## config.mk

```make
export PLATFORM = sky130hd
export DESIGN_NAME = factorial_engine
export DESIGN_NICKNAME = d
export VERILOG_FILES = /design/src/rtl/factorial_engine.sv
export SDC_FILE = /design/constraint.sdc
export NUM_CORES = 1
export LEC_CHECK = 0
export CAP_MARGIN = 0
export CORE_MARGIN = 1.5
export CORE_UTILIZATION = 34
export CTS_CLUSTER_DIAMETER = 80
export DETAILED_ROUTE_END_ITERATION = 7
export PLACE_DENSITY = 0.46
export SYNTH_ARGS = -nofsm -noshare
export SYNTH_HDL_FRONTEND = slang
export SYNTH_SLANG_ARGS = --single-unit
```

## constraint.sdc

```tcl
create_clock -name clk -period 6.8 [get_ports clk]
set_clock_uncertainty 0.2 [all_clocks]
set_input_delay 1.36 -clock clk [delete_from_list [all_inputs] [get_ports clk]]
set_output_delay 1.36 -clock clk [all_outputs]
set_load 0.01 [all_outputs]
```

## src/rtl/factorial_engine.sv

```systemverilog
// Iterative n! unit: start/done handshake, one multiply per cycle, sticky overflow.
// Optional FACTORIAL_OVF_ABORT_EN: saturate result and stop on the first overflowing multiply.
module factorial_engine #(
  parameter int unsigned DATA_W = 32,
  parameter int unsigned IN_W   = 8
) (
  input  logic              clk,
  input  logic              rst,
  input  logic              start,
  input  logic [IN_W-1:0]   n,
  output logic              ready,
  output logic              busy,
  output logic              done,
  output logic [DATA_W-1:0] result,
  output logic              overflow
);

  localparam int unsigned PROD_W = DATA_W + IN_W;

  typedef enum logic [1:0] {
    ST_IDLE = 2'd0,
    ST_CALC = 2'd1,
    ST_DONE = 2'd2
  } state_t;

  state_t              state_q, state_d;
  logic [IN_W-1:0]     cnt_q, cnt_d;
  logic [DATA_W-1:0]   acc_q, acc_d;
  logic [DATA_W-1:0]   result_q, result_d;
  logic                overflow_q, overflow_d;
  logic [PROD_W-1:0]   prod;
  logic                prod_ovf;

  // Full-width product; anything above DATA_W means the true value no longer fits
  always_comb begin
    prod     = PROD_W'(acc_q) * PROD_W'(cnt_q);
    prod_ovf = |prod[PROD_W-1:DATA_W];
  end

  always_ff @(posedge clk) begin
    if (rst) begin
      state_q    <= ST_IDLE;
      cnt_q      <= '0;
      acc_q      <= '0;
      result_q   <= '0;
      overflow_q <= 1'b0;
    end else begin
      state_q    <= state_d;
      cnt_q      <= cnt_d;
      acc_q      <= acc_d;
      result_q   <= result_d;
      overflow_q <= overflow_d;
    end
  end

  always_comb begin
    state_d    = state_q;
    cnt_d      = cnt_q;
    acc_d      = acc_q;
    result_d   = result_q;
    overflow_d = overflow_q;

    unique case (state_q)
      ST_IDLE: begin
        if (start) begin
          cnt_d      = n;
          acc_d      = DATA_W'(1);
          overflow_d = 1'b0;
          state_d    = ST_CALC;
        end
      end
      ST_CALC: begin
        if (cnt_q <= IN_W'(1)) begin
          result_d = acc_q;
          state_d  = ST_DONE;
        end else begin
`ifdef FACTORIAL_OVF_ABORT_EN
          if (prod_ovf) begin
            result_d   = '1;
            overflow_d = 1'b1;
            state_d    = ST_DONE;
          end else begin
            acc_d = prod[DATA_W-1:0];
            cnt_d = cnt_q - IN_W'(1);
          end
`else
          acc_d = prod[DATA_W-1:0];
          cnt_d = cnt_q - IN_W'(1);
          if (prod_ovf) begin
            overflow_d = 1'b1;
          end
`endif
        end
      end
      ST_DONE: begin
        state_d = ST_IDLE;
      end
      default: begin
        state_d = ST_IDLE;
      end
    endcase
  end

  assign ready    = (state_q == ST_IDLE);
  assign busy     = (state_q == ST_CALC);
  assign done     = (state_q == ST_DONE);
  assign result   = result_q;
  assign overflow = overflow_q;

endmodule

```

==> results of run 1 <==
per-stage QoR:
| step | power [mW] | setup WS [ps] | hold slack, ps | cell area (um^2) | std cells |
|---|---|---|---|---|---|
| 2_1_floorplan | 0.6801 | 1135 | 276.1 | 11020 | 1306 |
| 3_3_place_gp | 0.8174 | 734.1 | 238.0 | 11760 | 1693 |
| 3_5_place_dp | 0.8169 | 659.3 | 243.4 | 11760 | 1693 |
| 4_1_cts | 1.348 | 616.0 | 253.6 | 12060 | 1709 |
| 5_1_grt | 1.394 | 263.4 | 274.4 | 12060 | 1709 |
| 6_report | 1.326 | 613.5 | 250.2 | 12060 | 1709 |
per-layer routing:
layer  vias up  part of all wire, %  track usage (%)
li1       4085                    -                -
met1      4384                   44            24.71
met2       127                   52            35.15
met3        26                  2.3            1.886
met4         0                  1.4            4.361
met5         -                    0                0
path summary, 6_finish.rpt:
path | end | cells after the start | slack [ps] | startpoint
min | result[29] | 2 | 250 | result[29]
max | overflow | 19 | 610 | cnt_q[2]
max reg2reg | overflow | 19 | 610 | cnt_q[2]
min reg2reg | result[29] | 2 | 250 | result[29]
cell type report:
cell class,count,area (um^2)
fillers,3304,19660
multi-input cells,984,8539
flip-flops and latches,75,1501
inverters,169,634.4
repair buffers,63,583.1
well taps,402,503.0
clock buffers,10,229.0
clock inverters,6,72.57
flip-flops by register name, indices dropped and copies added, names as in the netlist:
register,flops
state_q,2
acc_q,32
result,32
cnt_q,8
overflow,1
cells by family (layout without fill, tap and decap cells):
group	Yosys count	in the layout	synth area share, %
simple gates	506	506	23.67
buf+inv	247	248	8.936
fa+ha+maj	242	242	39.74
compound gates	202	202	11.29
flops	75	75	13.63
xor+xnor	31	31	2.464
mux	3	3	0.2725
power groups by stage:
stage / logic [mW] / clock network, mW / registers [mW]
floorplan: 0.208 / 0 / 0.472
global placement: 0.316 / 0 / 0.501
detailed placement: 0.315 / 0 / 0.502
CTS: 0.316 / 0.541 / 0.492
global route: 0.347 / 0.552 / 0.495
finish: 0.313 / 0.523 / 0.491
worst max-delay path, delay by kind of cell (launching register included):
family	cells	cell delay (ps)
buf+inv	3	140
flops	1	620
mux	1	160
simple gates	2	460
fa+ha+maj	5	2330
compound gates	8	2130
synthesized netlist by cell type (6+ instances only):
cell / n / share of area, %
xor2_1: 12 / 0.95
nand2_1: 179 / 6.1
ha_1: 62 / 7.0
xnor2_1: 19 / 1.5
a31oi_1: 12 / 0.68
dfxtp_1: 75 / 14
o21ai_0: 22 / 1.0
a21oi_1: 102 / 4.6
nor3_1: 6 / 0.27
nand3_1: 39 / 1.8
and2_1: 215 / 12
fa_1: 180 / 33
nor2_1: 32 / 1.1
inv_1: 169 / 5.8
a21o_1: 10 / 0.68
o21bai_1: 6 / 0.41
nor2b_1: 6 / 0.34
clkbuf_1: 67 / 2.3
a211oi_1: 7 / 0.48
==> summary.txt, run 1 <==
Logic synthesis
  – Seq/Total Area, Yosys: 13.63%
  – Synth Flop Type: dfxtp_1
  – Synth Net Count: 1,559
  – Synth unique cells: 63
  – Post-Synthesis Cells: 1,306
  – Syn avg cell area: 8.437 um^2
  – Warnings from Yosys: 0
  – Post-synth EDFFs: 0
  – Post-Syn Area: 11,020 um^2
  – Ys async rst share: 0%
  – Synth Register Bits: 75

Global route
  – Vias in the first global route: 8,877
  – Tot GR Track Use: 19.34%
  – Largest net degree at the start of global routing: 41
  – First-pass GRT wire length: 50,010 um
  – Gr ovfl total: 0
  – Initial antenna violation count: 0

Min path
  – Worst Hold Class: reg -> reg

Floorplan
  – Initial Utilization: 34.74%
  – # IOs: 47
  – Core box area: 31,720 um^2
  – Die W: 183.0 um
  – Site Rows: 65
  – Height of the die: 183.0 um
  – Die area: 33,500 um^2

Drt
  – Antenna viol nets, final: 0
  – Vias per cell: 5.045
  – Vias: 8,622
  – DR WL/cell: 18.24 um
  – Drt drc: 0
  – Initial DRC count: 410
  – Pre-antenna DRT Iters: 7
  – Final Routed Wirelength: 31,170 um

Run status
  – Outcome: complete, no violations

Critical path
  – CP max-delay cell: dfxtp_1
  – Req. time, crit path: 6830 ps
  – Crit path top cell by count: fa_1
  – Critical path peak fanout: 15
  – CP arrival: 6220 ps
  – Critical Path Max Stage Delay: 620 ps
  – Critical path endpoint category: flop
  – Critical path, cell by cell: nand2_1 > fa_1 > fa_1 > inv_1 > fa_1 > inv_1 > fa_1 > inv_1 > ha_1 > a21o_1 > a21o_1 > o21ai_1 > a21oi_1 > o21ai_1 > o21ai_1 > a21boi_0 > mux2i_1 > nor4_2 > a41oi_1
  – Critical path type: reg -> reg
  – Startpoint Class: flop

Layout
  – Share of cells above drive strength 1: 4.132%
  – Inserted Diodes: 0
  – Synthesis-to-finish area growth: 9.470%
  – Most frequent cells in the layout: 215 x and2_1, 180 x fa_1, 179 x nand2_1
  – Most common cell after layout, fill and taps aside: and2_1
  – Final #Nets: 1,555
  – Final core utilization: 38.03%

Power
  – Clk pwr share: 39.4%
  – Combinational fraction of design power: 23.6%
  – PwrDens: 109.9 nW/um^2
  – P_int: 0.8224 mW
  – Seq pwr share: 37.0%
  – Leakage power: 5.756 nW
  – Peak supply drop: 0.1113 mV
  – NetSw: 0.5039 mW
  – Sw frac: 37.99%

CTS
  – Clk pin slew, worst setup/hold paths: 70 ps
  – CTS resizes: 0
  – Root buf cell: clkbuf_16
  – # Post-CTS Setup Buffers: 0
  – Clock tree sinks: 75
  – Worst skew pair latency: 370 ps
  – Max clock buf depth: 2
  – Hold Buf Count CTS: 0
  – Cts bufs inserted: 9
  – CTS tree: done
  – CTS H-Tree Depth: 3

STA
  – Slew Limit Headroom: 37.11%
  – Fin crit share: 90.98%
  – Final Max Slew Viols: 0
  – Final hold vios: 0
  – Final TNS setup: 0 ps
  – RSZ-0062 raised after global routing: no
  – Worst slew pin tran: 943.4 ps
  – Period minus WS final: 6186 ps
  – Final setup viols: 0
  – Fmax achieved: 0.1616 GHz

Placed design
  – DP HPWL: 24,030 um
  – # port buffers: 46
  – GP Congestion: 0.8243

Job
  – Max Cap Violations: 0
Note: power is estimated with default switching activity, not from simulation.
==> run 2: changes to the inputs <==
Settings changed: GPL_TIMING_DRIVEN set to 0, MAX_ROUTING_LAYER set to met4.
==> run 2 against run 1 <==
  * Core utilization up 0.74 points
  * Final cell count up 3.6%
  * Highest routed layer unchanged
  * Via count rose by 3.5%
  * Combinational power grew 20%
  * Sequential power decreased by 3%
  * Hold slack lost 1.6 ps
  * Fmax decreased by 4.0%
  * Clock power is 6.3% lower
  * Critical path type unchanged
  * Critical path depth stayed put
==> summary.txt, run 2 (synthesis results as in run 1) <==
Critical path
  – Critical Path Max Stage Delay: 640 ps (was 620 ps)
  – CP max-delay cell: dfxtp_1 (unchanged)
  – Startpoint Class: flop (unchanged)
  – Critical path, cell by cell: clkbuf_1 > and2_1 > fa_1 > fa_1 > fa_1 > inv_1 > fa_1 > inv_1 > ha_1 > a21o_1 > a31oi_1 > o21ai_1 > or3_4 > o21a_4 > o31ai_1 > a21oi_1 > or4_1 > nor4_2 > a41oi_1 (was nand2_1 > fa_1 > fa_1 > inv_1 > fa_1 > inv_1 > fa_1 > inv_1 > ha_1 > a21o_1 > a21o_1 > o21ai_1 > a21oi_1 > o21ai_1 > o21ai_1 > a21boi_0 > mux2i_1 > nor4_2 > a41oi_1)
  – Reg2reg path depth: 19 (unchanged)
  – Req. time, crit path: 6830 ps (about the same)
  – Dominant delay contributor by cell family on the critical path: adder cells (unchanged)
  – CP arrival: 6470 ps (was 6220 ps)
  – Worst reg2reg setup slack: 360 ps (was 610 ps)
  – Crit path top cell by count: fa_1 (unchanged)
  – Critical path peak fanout: 10 (was 15)
  – R2r startpoint: cnt_q[3] (was cnt_q[2])
  – Critical path endpoint category: flop (unchanged)
  – Worst R2R End: overflow (unchanged)
  – Crit path buffers/inverters: 3 (unchanged)
  – Critical path type: reg -> reg (unchanged)

Floorplan
  – Initial Utilization: 34.74% (unchanged)
  – Site Rows: 65 (unchanged)
  – Die W: 183.0 um (unchanged)
  – Die area: 33,500 um^2 (unchanged)
  – Height of the die: 183.0 um (unchanged)
  – Core box area: 31,720 um^2 (unchanged)
  – # IOs: 47 (unchanged)

STA
  – RSZ-0062 raised after global routing: no (unchanged)
  – Final Max Slew Viols: 0 (unchanged)
  – Fmax achieved: 0.1552 GHz (was 0.1616 GHz)
  – Slew Limit Headroom: 38.56% (was 37.11%)
  – Worst slew pin tran: 921.7 ps (was 943.4 ps)
  – Fin crit share: 94.74% (was 90.98%)
  – Final TNS setup: 0 ps (unchanged)
  – Final hold vios: 0 (unchanged)
  – Final setup viols: 0 (unchanged)
  – Worst setup slack after layout: 357.6 ps (was 613.5 ps)
  – Period minus WS final: 6442 ps (was 6186 ps)

Drt
  – Final Routed Wirelength: 34,360 um (was 31,170 um)
  – Drt drc: 0 (unchanged)
  – DR WL/cell: 19.41 um (was 18.24 um)
  – Vias: 8,928 (was 8,622)
  – Initial DRC count: 519 (was 410)
  – Pre-antenna DRT Iters: 5 (was 7)
  – Vias per cell: 5.044 (was 5.045)
  – Antenna viol nets, final: 0 (unchanged)

Placed design
  – # port buffers: 46 (unchanged)
  – DP HPWL: 27,550 um (was 24,030 um)
  – Place WS: -433.3 ps (was 659.3 ps)
  – GP Congestion: 0.8082 (was 0.8243)

Min path
  – Hold Path Origin: result[10] (was result[29])
  – Hold endpoint: result[10] (was result[29])
  – Worst Hold Class: reg -> reg (unchanged)
  – Hold path depth: 2 (unchanged)

Job
  – Max Cap Violations: 0 (unchanged)

Power
  – Peak supply drop: 0.1211 mV (was 0.1113 mV)
  – Clk pwr share: 36.5% (was 39.4%)
  – Final total power: 1.342 mW (was 1.326 mW)
  – NetSw: 0.5486 mW (was 0.5039 mW)
  – PwrDens: 109.1 nW/um^2 (was 109.9 nW/um^2)
  – Seq pwr share: 35.6% (was 37.0%)
  – Sw frac: 40.89% (was 37.99%)
  – P_int: 0.7930 mW (was 0.8224 mW)
  – Leakage power: 5.836 nW (was 5.756 nW)
  – Combinational fraction of design power: 27.9% (was 23.6%)

Global route
  – First-pass GRT wire length: 54,450 um (was 50,010 um)
  – Gr ovfl total: 0 (unchanged)
  – Vias in the first global route: 9,227 (was 8,877)
  – Largest net degree at the start of global routing: 16 (was 41)
  – Tot GR Track Use: 22.04% (was 19.34%)
  – Initial antenna violation count: 2 (was 0)

Layout
  – Multi-input gate area: 8556 um^2 (was 8539 um^2)
  – Share of cells above drive strength 1: 3.877% (was 4.132%)
  – Reg area: 1501 um^2 (unchanged)
  – Synthesis-to-finish area growth: 11.59% (was 9.470%)
  – Fillcell total: 3,398 (was 3,304)
  – Most frequent cells in the layout: 215 x and2_1, 180 x fa_1, 179 x nand2_1 (unchanged)
  – Most common cell after layout, fill and taps aside: and2_1 (unchanged)
  – Final #Nets: 1,615 (was 1,555)

CTS
  – CTS tree: done (unchanged)
  – Root buf cell: clkbuf_16 (unchanged)
  – Worst skew pair latency: 360 ps (was 370 ps)
  – Max clock buf depth: 2 (unchanged)
  – CTS H-Tree Depth: 3 (unchanged)
  – Clk pin slew, worst setup/hold paths: 70 ps (about the same)
  – Clock tree sinks: 75 (unchanged)
  – # Post-CTS Setup Buffers: 0 (unchanged)
  – Cts bufs inserted: 9 (unchanged)

Run status
  – Outcome: complete, no violations (unchanged)
## run 2: worst max path at each step
stage                        start  cells after the start        to  slack, ps
final                     cnt_q[3]                     19  overflow        360
after floorplan           cnt_q[2]                     21  overflow       1130
after detailed placement  cnt_q[3]                     21  overflow       -430
after global routing      cnt_q[2]                     21  overflow         20
after CTS                 cnt_q[6]                     20  overflow         40
after global placement    cnt_q[3]                     21  overflow       -440
## run 2: routing by layer
| layer | part of all wire (%) | vias up | GRT usage [%] |
|---|---|---|---|
| met5 | 0 | - | - |
| met4 | 2.3 | 0 | 6.066 |
| met3 | 2.6 | 34 | 2.363 |
| met2 | 50 | 131 | 37.05 |
| met1 | 45 | 4547 | 28.21 |
| li1 | - | 4216 | - |
## run 2: worst min-delay path, stage by stage, from the launching register on
cell     delay [ps]
dfxtp_1         310
nand2_1          50
a21oi_1          50
## run 2: area by class of cell
type	count	share of cell area [%]
antenna	1	0.02035
buffer	77	2.900
clock buffer	9	1.832
clock inverter	7	0.4681
inverter	169	5.159
multi-input combinational	984	69.58
sequential	75	12.21
tap	402	4.090
timing repair buffer	46	3.744
## run 2: timing repair
action	CTS	global route
setup endpoints to repair	3	3
resized for setup	5	13
hold buffers	0	0
## run 2: metrics by stage
step / area [um^2] / util (%) / hold slack [ps] / cells
after floorplan: 11020 / - / 276.1 / 1306
after detailed placement: 11980 / 37.78 / 244.3 / 1754
after CTS: 12270 / 38.67 / 254.9 / 1769
after global routing: 12300 / 38.77 / 266.4 / 1770
after global placement: 11980 / 37.78 / 238.6 / 1754
final: 12300 / 38.77 / 248.6 / 1770
## run 2: power by group through the flow
stage | sequential [mW] | combinational [mW] | clock, mW
after CTS | 0.476 | 0.375 | 0.501
after detailed placement | 0.483 | 0.376 | 0
final | 0.477 | 0.375 | 0.490
after global placement | 0.483 | 0.377 | 0
after global routing | 0.478 | 0.408 | 0.518
after floorplan | 0.472 | 0.208 | 0
==> run 3: changes to the inputs <==
Settings changed: CTS_CLUSTER_DIAMETER 80 to 150, GPL_TIMING_DRIVEN 0 to not set, MAX_ROUTING_LAYER met4 to not set.
==> results of run 3 <==
Same layout as run 1: the final DEF is identical, and so are final timing and power.
